`src/rtl/addatone_pkg.sv`:
```
// Shared constants, FSM encoding and saturation helper for the output stage
// (Q4.12 gain, 16-bit DAC samples, 24-bit pre-scaled operands, 40-bit products).
package addatone_pkg;

    localparam int GAIN_W    = 16;
    localparam int GAIN_FRAC = 12;
    localparam int DAC_W     = 16;
    localparam int ACC_W     = 32;
    localparam int PRE_W     = 24;
    localparam int PROD_W    = 40;

    typedef enum logic [1:0] {
        ST_IDLE = 2'd0,
        ST_MULT = 2'd1,
        ST_SAT  = 2'd2,
        ST_AGC  = 2'd3
    } state_t;

    // Clamp a signed value to the signed range of 'bits' bits.
    function automatic logic signed [PROD_W-1:0] sat(input logic signed [PROD_W-1:0] v,
                                                      input int bits);
        logic signed [PROD_W-1:0] one;
        logic signed [PROD_W-1:0] hi;
        logic signed [PROD_W-1:0] lo;
        one = 1;
        hi  = (one <<< (bits - 1)) - one;
        lo  = -(one <<< (bits - 1));
        if (v > hi) begin
            return hi;
        end else if (v < lo) begin
            return lo;
        end
        return v;
    endfunction

endpackage

```
`src/rtl/serial_mult.sv`:
```
// Shift-add multiplier: signed 24-bit operand times unsigned 16-bit gain,
// one partial product per clock, o_Done pulses 16 cycles after i_Start.
module serial_mult
    import addatone_pkg::*;
(
    input  logic              i_Clock,
    input  logic              i_Reset,
    input  logic              i_Start,
    input  logic [PRE_W-1:0]  i_A,
    input  logic [GAIN_W-1:0] i_B,
    output logic              o_Done,
    output logic [PROD_W-1:0] o_Product
);

    logic signed [PROD_W-1:0] r_mcand;
    logic [GAIN_W-1:0]        r_mplier;
    logic signed [PROD_W-1:0] r_acc;
    logic [3:0]               r_cnt;
    logic                     r_run;
    logic                     r_done;

    always_ff @(posedge i_Clock) begin
        if (i_Reset) begin
            r_mcand  <= '0;
            r_mplier <= '0;
            r_acc    <= '0;
            r_cnt    <= '0;
            r_run    <= 1'b0;
            r_done   <= 1'b0;
        end else if (i_Start) begin
            r_mcand  <= PROD_W'($signed(i_A));
            r_mplier <= i_B;
            r_acc    <= '0;
            r_cnt    <= '0;
            r_run    <= 1'b1;
            r_done   <= 1'b0;
        end else if (r_run) begin
            // The multiplier is unsigned, so no correction term is needed for bit 15.
            if (r_mplier[0]) begin
                r_acc <= r_acc + r_mcand;
            end
            r_mcand  <= r_mcand <<< 1;
            r_mplier <= r_mplier >> 1;
            r_cnt    <= r_cnt + 4'd1;
            if (r_cnt == 4'd15) begin
                r_run  <= 1'b0;
                r_done <= 1'b1;
            end
        end else begin
            r_done <= 1'b0;
        end
    end

    assign o_Done    = r_done;
    assign o_Product = r_acc;

endmodule

```
`src/rtl/output_gain_limiter.sv`:
```
// Per-frame pre-shift, gain multiply and 16-bit saturation of the L/R accumulator totals.
// Define OUTPUT_AGC_EN to enable automatic gain reduction on clip and slow release.
module output_gain_limiter
    import addatone_pkg::*;
#(
    parameter int PRE_SHIFT       = 6,
    parameter int GAIN_UNITY      = 4096
`ifdef OUTPUT_AGC_EN
    ,
    parameter int GAIN_MIN        = 256,
    parameter int ATTACK_SHIFT    = 4,
    parameter int RELEASE_SAMPLES = 48,
    parameter int RELEASE_STEP    = 16
`endif
) (
    input  logic              i_Clock,
    input  logic              i_Reset,
    input  logic              i_Start,
    input  logic [ACC_W-1:0]  i_Sample_L,
    input  logic [ACC_W-1:0]  i_Sample_R,
    output logic [DAC_W-1:0]  o_Sample_L,
    output logic [DAC_W-1:0]  o_Sample_R,
    output logic              o_Valid,
    output logic              o_Busy,
    output logic              o_Clip,
    output logic [GAIN_W-1:0] o_Gain
);

    // Handshake: i_Start is accepted only in IDLE; o_Busy stays high from the accepting
    // edge through the o_Valid cycle, so a start coincident with o_Valid is dropped.

    localparam logic [GAIN_W-1:0] L_GAIN_UNITY = GAIN_W'(GAIN_UNITY);

    state_t r_state;
    state_t w_next;
    logic   w_mult_start;
    logic   w_valid;

    logic [GAIN_W-1:0]        w_gain;
    logic signed [PROD_W-1:0] w_ext_l, w_ext_r;
    logic [PRE_W-1:0]         w_pre_l, w_pre_r;
    logic                     w_pre_clip_l, w_pre_clip_r;
    logic                     w_done_l, w_done_r;
    logic signed [PROD_W-1:0] w_prod_l, w_prod_r;
    logic signed [PROD_W-1:0] w_scaled_l, w_scaled_r;
    logic [DAC_W-1:0]         w_out_l, w_out_r;
    logic                     w_sat_clip_l, w_sat_clip_r;

    logic             r_clip_l, r_clip_r;
    logic [DAC_W-1:0] r_out_l, r_out_r;

    assign w_ext_l      = PROD_W'($signed(i_Sample_L) >>> PRE_SHIFT);
    assign w_ext_r      = PROD_W'($signed(i_Sample_R) >>> PRE_SHIFT);
    assign w_pre_l      = PRE_W'(sat(w_ext_l, PRE_W));
    assign w_pre_r      = PRE_W'(sat(w_ext_r, PRE_W));
    assign w_pre_clip_l = (PROD_W'($signed(w_pre_l)) != w_ext_l);
    assign w_pre_clip_r = (PROD_W'($signed(w_pre_r)) != w_ext_r);

    serial_mult u_mult_l (
        .i_Clock  (i_Clock),
        .i_Reset  (i_Reset),
        .i_Start  (w_mult_start),
        .i_A      (w_pre_l),
        .i_B      (w_gain),
        .o_Done   (w_done_l),
        .o_Product(w_prod_l)
    );

    serial_mult u_mult_r (
        .i_Clock  (i_Clock),
        .i_Reset  (i_Reset),
        .i_Start  (w_mult_start),
        .i_A      (w_pre_r),
        .i_B      (w_gain),
        .o_Done   (w_done_r),
        .o_Product(w_prod_r)
    );

    // Floor division by 4096 via arithmetic shift, then clamp to the DAC range.
    assign w_scaled_l   = w_prod_l >>> GAIN_FRAC;
    assign w_scaled_r   = w_prod_r >>> GAIN_FRAC;
    assign w_out_l      = DAC_W'(sat(w_scaled_l, DAC_W));
    assign w_out_r      = DAC_W'(sat(w_scaled_r, DAC_W));
    assign w_sat_clip_l = (PROD_W'($signed(w_out_l)) != w_scaled_l);
    assign w_sat_clip_r = (PROD_W'($signed(w_out_r)) != w_scaled_r);

    always_comb begin
        w_next       = r_state;
        w_mult_start = 1'b0;
        w_valid      = 1'b0;
        case (r_state)
            ST_IDLE: begin
                if (i_Start) begin
                    w_next       = ST_MULT;
                    w_mult_start = 1'b1;
                end
            end
            ST_MULT: begin
                if (w_done_l && w_done_r) begin
                    w_next = ST_SAT;
                end
            end
            ST_SAT: begin
                w_next = ST_AGC;
            end
            ST_AGC: begin
                w_next  = ST_IDLE;
                w_valid = 1'b1;
            end
            default: begin
                w_next = ST_IDLE;
            end
        endcase
    end

    always_ff @(posedge i_Clock) begin
        if (i_Reset) begin
            r_state  <= ST_IDLE;
            r_clip_l <= 1'b0;
            r_clip_r <= 1'b0;
            r_out_l  <= '0;
            r_out_r  <= '0;
        end else begin
            r_state <= w_next;
            if (w_mult_start) begin
                r_clip_l <= w_pre_clip_l;
                r_clip_r <= w_pre_clip_r;
            end
            if (r_state == ST_SAT) begin
                r_out_l  <= w_out_l;
                r_out_r  <= w_out_r;
                r_clip_l <= r_clip_l | w_sat_clip_l;
                r_clip_r <= r_clip_r | w_sat_clip_r;
            end
        end
    end

`ifdef OUTPUT_AGC_EN
    localparam int                CNT_W      = $clog2(RELEASE_SAMPLES + 1);
    localparam logic [GAIN_W-1:0] L_GAIN_MIN = GAIN_W'(GAIN_MIN);
    localparam logic [GAIN_W-1:0] L_STEP     = GAIN_W'(RELEASE_STEP);

    logic [GAIN_W-1:0] r_gain;
    logic [GAIN_W-1:0] w_attack_gain;
    logic [CNT_W-1:0]  r_rel_cnt;

    assign w_attack_gain = r_gain - (r_gain >> ATTACK_SHIFT);

    // Gain only moves in the AGC cycle, so a running multiply always sees a stable G.
    always_ff @(posedge i_Clock) begin
        if (i_Reset) begin
            r_gain    <= L_GAIN_UNITY;
            r_rel_cnt <= '0;
        end else if (r_state == ST_AGC) begin
            if (r_clip_l || r_clip_r) begin
                r_gain    <= (w_attack_gain < L_GAIN_MIN) ? L_GAIN_MIN : w_attack_gain;
                r_rel_cnt <= '0;
            end else if (r_rel_cnt == CNT_W'(RELEASE_SAMPLES - 1)) begin
                r_gain    <= (r_gain > L_GAIN_UNITY - L_STEP) ? L_GAIN_UNITY : r_gain + L_STEP;
                r_rel_cnt <= '0;
            end else begin
                r_rel_cnt <= r_rel_cnt + CNT_W'(1);
            end
        end
    end

    assign w_gain = r_gain;
`else
    assign w_gain = L_GAIN_UNITY;
`endif

    assign o_Sample_L = r_out_l;
    assign o_Sample_R = r_out_r;
    assign o_Valid    = w_valid;
    assign o_Clip     = w_valid & (r_clip_l | r_clip_r);
    assign o_Busy     = (r_state != ST_IDLE);
    assign o_Gain     = w_gain;

endmodule

```
`config.mk`:
```
export PLATFORM = sky130hd
export DESIGN_NAME = output_gain_limiter
export DESIGN_NICKNAME = d
export VERILOG_FILES = /design/src/rtl/addatone_pkg.sv /design/src/rtl/serial_mult.sv /design/src/rtl/output_gain_limiter.sv
export SDC_FILE = /design/constraint.sdc
export NUM_CORES = 1
export LEC_CHECK = 0
export CAP_MARGIN = 20
export CORE_UTILIZATION = 55
export CTS_CLUSTER_DIAMETER = 100
export DETAILED_ROUTE_END_ITERATION = 12
export DONT_BUFFER_PORTS = 1
export PLACE_DENSITY_LB_ADDON = 0.25
export SYNTH_ARGS = -nofsm -noshare
export SYNTH_HDL_FRONTEND = slang
export SYNTH_SLANG_ARGS = --single-unit
```
`constraint.sdc`:
```
create_clock -name i_Clock -period 4.3 [get_ports i_Clock]
set_clock_uncertainty 0.15 [all_clocks]
set_input_delay 0.86 -clock i_Clock [delete_from_list [all_inputs] [get_ports i_Clock]]
set_output_delay 0.86 -clock i_Clock [all_outputs]
set_load 0.02 [all_outputs]
```
==> metrics.md, run 1 <==
| Metric | Value |
|---|---|
| Sequential share of the synthesized area | 34.2% |
| Sw power | roughly 2.5 mW |
| Starting Density | approximately 56% |
| Clock latency on the worst-skew pair | around 0.54 ns |
| Netlist Area Pre-Place | around 14000 um^2 |
| Yosys warnings | 0 |
| P_int | around 5 mW |
| Core Rows | 57 |
| Tmin final | roughly 3.4 ns |
| Req. time, crit path | 4.58 ns |
| DR DRC count | 0 |
| Final instance area | around 15000 um^2 |
| Vias | between 10000 and 15000 |
| RSZ-0062 raised after global routing | false |
| Yosys reg bits | between 200 and 250 |
| Worst setup SP type | register |
| Placed insts | 1900 |
| Setup violators final | 0 |
| Post-synth EDFFs | 0 |
| Top cells by area in the synthesized netlist | dfxtp_1 34%, ha_1 7.8%, a21oi_1 6.9%, a211oi_1 5.8%, mux2i_1 5.0% |
| Max FO, Critical Path | 4 |
| Max-cap violations | 0 |
| Power per cell area | approximately 500 nW/um^2 |
| CP Data Arrival Time | ~3.7 ns |
| Synth top area share | 34.2% |
| Crit Path Category | reg -> reg |
| VDD IR-drop max | around 0.00060 V |
| Most frequent cells in the layout | 232 x dfxtp_1, 190 x a21oi_1, 140 x nand2_1, 106 x a211oi_1, 105 x nor2_1 |
| Reg clk slew, reported paths | about 0.06 ns |
| Place WS | about 1 ns |
| Die area | approximately 26000 um^2 |
| Least-Margin Pin Slew | between 1 and 1.5 ns |
| Ys flop type | dfxtp_1 |
| Vias/cell | 6.11 |
| Final worst-path cycle share | around 78% |
| Die H | between 150 and 200 um |
| Worst Hold Class | in -> reg |
| Gate power share | between 20% and 30% |
| CTS Buf Count | 26 |
| Status | completed |
| Number of diodes | 0 |
| Final WS setup | around 0.93 ns |
| GRT Total Usage | a little over a quarter |
| FF-to-FF setup slack | 0.93 ns |
| Hold path endpoint | r_state[1] |
| Leakage power | 5.61 nW |
| Synth-to-layout area growth | 7.94% |
| Final Hold Vio Count | 0 |
| Initial antenna violation count | 0 |
| Hold depth | 1 |
| Hold Path Origin | i_Reset |
| Vias in the first global route | 11400 |
| Ports | between 100 and 150 |
| R2R Path Start | u_mult_l.r_mcand[0] |
| Detail Placement HPWL | between 20000 and 25000 um |
| Crit end category | register |
| Avg Inst Size Synth | approximately 8.2 um^2 |
| Slew margin rel. | between 30% and 40% |
| Post-CTS Resized | 0 |
| # clock sinks | ~230 |
| Post-DP Area | 13800 um^2 |
| Max H-tree Level | 1 |
| Nets | between 1500 and 2000 |
| Fin cells | approximately 2000 |
| Worst reg2reg endpoint | u_mult_l.o_Product[36] |
| Fraction of registers with async set or reset after synthesis | 0% |
| Reg2Reg Depth | 12 |
| Post-Route WL | approximately 34000 um |
| Port Buffers | 0 |
| Synth area leader | dfxtp_1 |
| DRT Pass-1 Iters | 5 |
| Max Fclk | about 300 MHz |
| Pin count of the biggest net entering global routing | between 90 and 100 |
| Iter 0 DRT Violations | 936 |
| Commonest non-fill, non-tap cell in the layout | dfxtp_1 |
| Core area | between 20000 and 25000 um^2 |
| Power consumption | ~7.4 mW |
| Die width | roughly 160 um |
| Post-route ant nets | 0 |
| CTS root buffer | clkbuf_16 |
| Util after Layout | approximately 61% |
| Clock Path Buffers | 3 |
| Layout cells sized above 1 | around 5.4% |
| Fillcell total | roughly 2200 |
| WHS | approximately 0.24 ns |
| Slew Limit Fails | 0 |
| First-pass GRT wire length | around 56000 um |
| Clk pwr share | 33.8% |
| Register share of total power | approximately 38% |
| Switching fraction of total power | approximately 34% |
| CTS Hold Bufs | 0 |
| Total negative slack | 0 ns |
| GP Congestion | 0.915 |
| Syn Inst Count | between 1500 and 2000 |
| # Post-CTS Setup Buffers | 0 |
| Count of unique library cells instantiated by Yosys | between 70 and 80 |
| Aggregate global routing overflow | 0 |
| WL/cell | roughly 17 um |
| CTS tree | done |
## state kept, by name (all words and copies together), names as in the netlist
name / count
u_mult_l.r_cnt: 4
u_mult_r.o_Done: 1
u_mult_r.o_Product: 40
o_Sample_R: 16
u_mult_l.r_mcand: 40
u_mult_l.r_run: 1
u_mult_r.r_mcand: 40
o_Sample_L: 16
u_mult_l.r_mplier: 13
r_state: 2
u_mult_r.r_mplier: 13
u_mult_l.o_Product: 40
u_mult_l.o_Done: 1
r_clip_r: 1
u_mult_r.r_run: 1
r_clip_l: 1
u_mult_r.r_cnt: 4
## cells in the mapped netlist (3+ instances only)
cell,instances
nor2_1,106
or3_1,8
ha_1,85
buf_1,14
or4_1,7
o21ai_1,9
nor4b_1,3
nor4_1,18
dfxtp_1,234
o211ai_1,38
nor3_1,19
clkbuf_1,80
o21ai_0,99
a21o_1,30
inv_1,36
o21a_1,12
o21bai_1,12
o311ai_0,3
and2_1,6
xor2_1,27
o22ai_1,3
mux2i_1,69
nand3_1,35
buf_4,18
o31a_1,4
nand2_1,141
nor2b_1,55
a31o_2,3
a211oi_1,106
o31ai_1,6
a211oi_2,3
a211o_1,3
and3_1,5
xnor2_1,35
a31oi_1,21
nand3b_1,3
o211a_1,4
a21oi_1,190
nand2b_1,38
buf_2,3
nand4_1,30
## cells by family (layout without fill, tap and decap cells)
| group | Yosys count | in the layout | synth area share (%) |
|---|---|---|---|
| AOI/OAI and AO/OA | 571 | 571 | 26.5 |
| xor gates and xnor gates | 62 | 62 | 3.96 |
| adders and majority gates | 87 | 87 | 8.05 |
| buffers and inverters | 152 | 101 | 4.69 |
| DFF | 234 | 234 | 34.2 |
| muxes | 69 | 69 | 5.04 |
| other | 2 | 16 | 0.0548 |
| and+or+nand+nor | 486 | 486 | 17.5 |
## layer usage
layer	global-route usage (%)	up-vias	part of all wire, %
met3	3.25	57	5.5
met1	36.5	5599	48
met4	7.27	0	2.1
met5	0	-	0
li1	-	5964	-
met2	42.5	304	45
## critical path, stage by stage (launching register included)
cell and delay, ns:
dfxtp_1 0.37, ha_1 0.23, inv_1 0.07, fa_1 0.37, nor2b_1 0.26, o31ai_1 0.15
a211oi_2 0.30, o211ai_2 0.17, a2111oi_4 0.52, o21ai_1 0.17, and4_1 0.20, a211oi_1 0.22
nor2_1 0.07
## power groups by stage
stage / Combinational, mW / Clock (mW) / Sequential (mW)
detailed placement: 2.07 / 0 / 2.85
finish: 2.10 / 2.51 / 2.81
global placement: 2.01 / 0 / 2.85
global route: 2.34 / 2.66 / 2.85
CTS: 2.09 / 2.55 / 2.81
floorplan: 1.80 / 0 / 2.68
## worst max-delay path by stage
stage | end | depth (start not counted) | slack, ns | from
after floorplan | u_mult_l.o_Product[36] | 12 | 1.40 | u_mult_l.r_mcand[0]
after global placement | u_mult_l.o_Product[36] | 12 | 1.05 | u_mult_l.r_mcand[0]
after detailed placement | u_mult_l.o_Product[36] | 12 | 1.00 | u_mult_l.r_mcand[0]
after CTS | u_mult_l.o_Product[36] | 12 | 0.97 | u_mult_l.r_mcand[0]
after global routing | u_mult_l.o_Product[36] | 12 | 0.72 | u_mult_l.r_mcand[0]
final | u_mult_l.o_Product[36] | 12 | 0.93 | u_mult_l.r_mcand[0]
## cell type report
cell class	instances	area, um^2	share of cell area (%)
Clock buffer	35	756	5.11
Clock inverter	13	224	1.51
Inverter	36	135	0.914
Multi-Input combinational cell	1291	8450	57.1
Sequential cell	234	4690	31.7
Tap cell	324	405	2.74
Timing Repair Buffer	17	128	0.863
Power figures use the tool's default switching activity.
==> run 2: changes to the inputs <==
- clock period: 4.3 -> 3.38 ns (I/O delays scaled with it)
==> run 2 against run 1 <==
Compared with the run above:
- final cell count increased by 0.41%
- global-route usage decreased by 0.13 points
- sequential power increased by 26%
- critical path depth unchanged
- cell area about the same
- critical endpoint unchanged
- non-clock buffer count increased by 9
- sequential share of layout area about the same
- register-to-register slack got worse by 0.76 ns
- highest routed layer unchanged
- maximum frequency increased by 4.8%
==> metrics.md, run 2 (synthesized netlist as in run 1, its figures left out) <==
| Metric | Value |
|---|---|
| Final Hold Vio Count | 0 (unchanged) |
| Post-DP Area | 13900 um^2 (+0.49%) |
| Power consumption | 9.24 mW (+24%) |
| CP cell instances | ha_1, inv_1, fa_1, nor2b_1, o31ai_1, a211oi_2, o211ai_2, a2111oi_4, o21ai_1, and4_1, a211oi_1, nor2_1 |
| First-pass GRT wire length | 55500 um (-0.96%) |
| WL/cell | 17.2 um (-0.45%) |
| Iter 0 DRT Violations | 917 (-2.0%) |
| Fin cells | 1958 (+0.41%) |
| Setup violators final | 0 (unchanged) |
| Hold depth | 1 (unchanged) |
| Reg2Reg Depth | 12 (unchanged) |
| Pin count of the biggest net entering global routing | 93 (-1.1%) |
| Die width | 160 um (unchanged) |
| Vias/cell | 6.20 (+1.4%) |
| Clk pwr share | 32.2% (-1.6 points) |
| Worst path max stage delay | 0.48 ns (-0.04 ns) |
| Leakage power | 5.62 nW (+0.21%) |
| Clock Path Buffers | 3 (unchanged) |
| Status | completed |
| Highest routed layer | met4 |
| Aggregate global routing overflow | 0 (unchanged) |
| Hold path endpoint | u_mult_r.r_mplier[12] |
| Max FO, Critical Path | 3 (-1) |
| Crit end category | register |
| Total negative slack | 0 ns (unchanged) |
| WHS | 0.0500 ns (-0.190 ns) |
| Die H | 160 um (unchanged) |
| Reg clk slew, reported paths | 0.06 ns (about the same) |
| Crit Path Category | reg -> reg |
| VDD IR-drop max | 0.000474 V (-21%) |
| Initial antenna violation count | 0 (unchanged) |
| Util after Layout | 60.6% (about the same) |
| Slowest cell on crit path | a2111oi_4 |
| Gate power share | 29.6% (+1.3 points) |
| DRT Pass-1 Iters | 5 (unchanged) |
| GRT Total Usage | 26.0% (-0.13 points) |
| DR WL met3 | 2110 um (+13%) |
| R2R Path Start | u_mult_l.r_mcand[0] |
| Most frequent cells in the layout | 232 x dfxtp_1, 190 x a21oi_1, 140 x nand2_1, 106 x a211oi_1, 105 x nor2_1 |
| Commonest non-fill, non-tap cell in the layout | dfxtp_1 |
| Slew Limit Fails | 0 (unchanged) |
| Place WS | 0.168 ns (-0.834 ns) |
| Port Buffers | 0 (unchanged) |
| Final instance area | 14800 um^2 (about the same) |
| Vias | 12100 (+1.8%) |
| Met2 Wirelength | 14500 um (-3.7%) |
| Placed insts | 1909 (+0.47%) |
| Max-cap violations | 0 (unchanged) |
| Die area | 25500 um^2 (unchanged) |
| RSZ-0062 raised after global routing | false |
| CTS Buf Count | 26 (unchanged) |
| Worst reg2reg endpoint | u_mult_l.o_Product[36] |
| Core area | 24400 um^2 (unchanged) |
| Starting Density | 56.2% (unchanged) |
| Tmin final | 3.21 ns (-0.156 ns) |
| Fillcell total | 2190 (+0.46%) |
| Nets | 1769 (+0.51%) |
| P_int | 6.03 mW (+23%) |
| Layout cells sized above 1 | 5.81% (+0.40 points) |
| Worst setup SP type | register |
| Sw power | 3.21 mW (+28%) |
| Final WS setup | 0.166 ns (-0.764 ns) |
| Post-route ant nets | 0 (unchanged) |
| Ports | 118 (unchanged) |
| Number of diodes | 0 (unchanged) |
| Max Fclk | 311 MHz (+4.8%) |
| FF-to-FF setup slack | 0.17 ns (-0.76 ns) |
| Switching fraction of total power | 34.7% (+0.86 points) |
| # clock sinks | 234 (unchanged) |
| Metal-1 WL | 16500 um (+2.2%) |
| Power per cell area | 625 nW/um^2 (+24%) |
| Synth-to-layout area growth | 7.90% (about the same) |
| Vias in the first global route | 11200 (-2.0%) |
| Post-Route WL | 33800 um (about the same) |
| Register share of total power | 38.2% (+0.3 points) |
| Detail Placement HPWL | 23400 um (about the same) |
| CTS Hold Bufs | 0 (unchanged) |
| Final worst-path cycle share | 95.1% (+17 points) |
| Worst Hold Class | in -> reg |
| Max H-tree Level | 1 (unchanged) |
| Core Rows | 57 (unchanged) |
| Hold Path Origin | i_Reset |
| CP Data Arrival Time | 3.49 ns (-0.16 ns) |
| DR DRC count | 0 (unchanged) |
| Slew margin rel. | 33.5% (+1.7 points) |
| CTS tree | done |
| Clock latency on the worst-skew pair | 0.55 ns (about the same) |
| GP Congestion | 0.964 (+5.4%) |
| CTS root buffer | clkbuf_16 |
| Least-Margin Pin Slew | 0.997 ns (-0.0222 ns) |
| Req. time, crit path | 3.66 ns (-0.92 ns) |
[run 2: power by group through the flow]
stage	combinational, mW	sequential (mW)	clock [mW]
after floorplan	2.30	3.41	0
after global placement	2.62	3.56	0
after detailed placement	2.69	3.57	0
after CTS	2.71	3.52	3.03
after global routing	3.04	3.57	3.15
final	2.74	3.53	2.98
[run 2: worst max path at each step]
stage / slack [ns] / from / cells after the start / end
final: 0.17 / u_mult_l.r_mcand[0] / 12 / u_mult_l.o_Product[36]
after floorplan: 0.48 / u_mult_l.r_mcand[0] / 12 / u_mult_l.o_Product[36]
after global placement: 0.20 / u_mult_l.r_mcand[0] / 12 / u_mult_l.o_Product[36]
after global routing: 0.03 / u_mult_r.o_Product[14] / 10 / u_mult_r.o_Product[33]
after detailed placement: 0.17 / u_mult_l.r_mcand[0] / 12 / u_mult_l.o_Product[36]
after CTS: 0.14 / u_mult_l.r_mcand[0] / 12 / u_mult_l.o_Product[36]
[run 2: cell type report]
class	instances	area [um^2]	share of cell area, %
clock buffer	36	759	5.14
clock inverter	11	148	0.999
inverter	36	135	0.914
multi-input combinational	1291	8450	57.2
sequential	234	4690	31.7
tap	324	405	2.74
timing repair buffer	26	195	1.32
[run 2: layer usage]
| metal | vias up | GRT usage (%) |
|---|---|---|
| li1 | 5991 | - |
| met1 | 5764 | 37.4 |
| met2 | 330 | 40.4 |
| met3 | 55 | 3.84 |
| met4 | 0 | 7.45 |
| met5 | - | 0 |
[run 2: critical path, delay by kind of cell, from the launching register on]
| family | cells | cell delay (ns) |
|---|---|---|
| adder cells (fa/ha/maj) | 2 | 0.59 |
| AND/OR/NAND/NOR | 3 | 0.45 |
| buffers and inverters | 1 | 0.07 |
| AO/OA/AOI/OAI | 6 | 1.50 |
| flip-flops | 1 | 0.35 |
[run 2: what timing repair did]
item / 4_1_cts / 5_1_grt
setup endpoints to repair: 0 / 3
buffers inserted: 0 / 1
resized for setup: 0 / 1
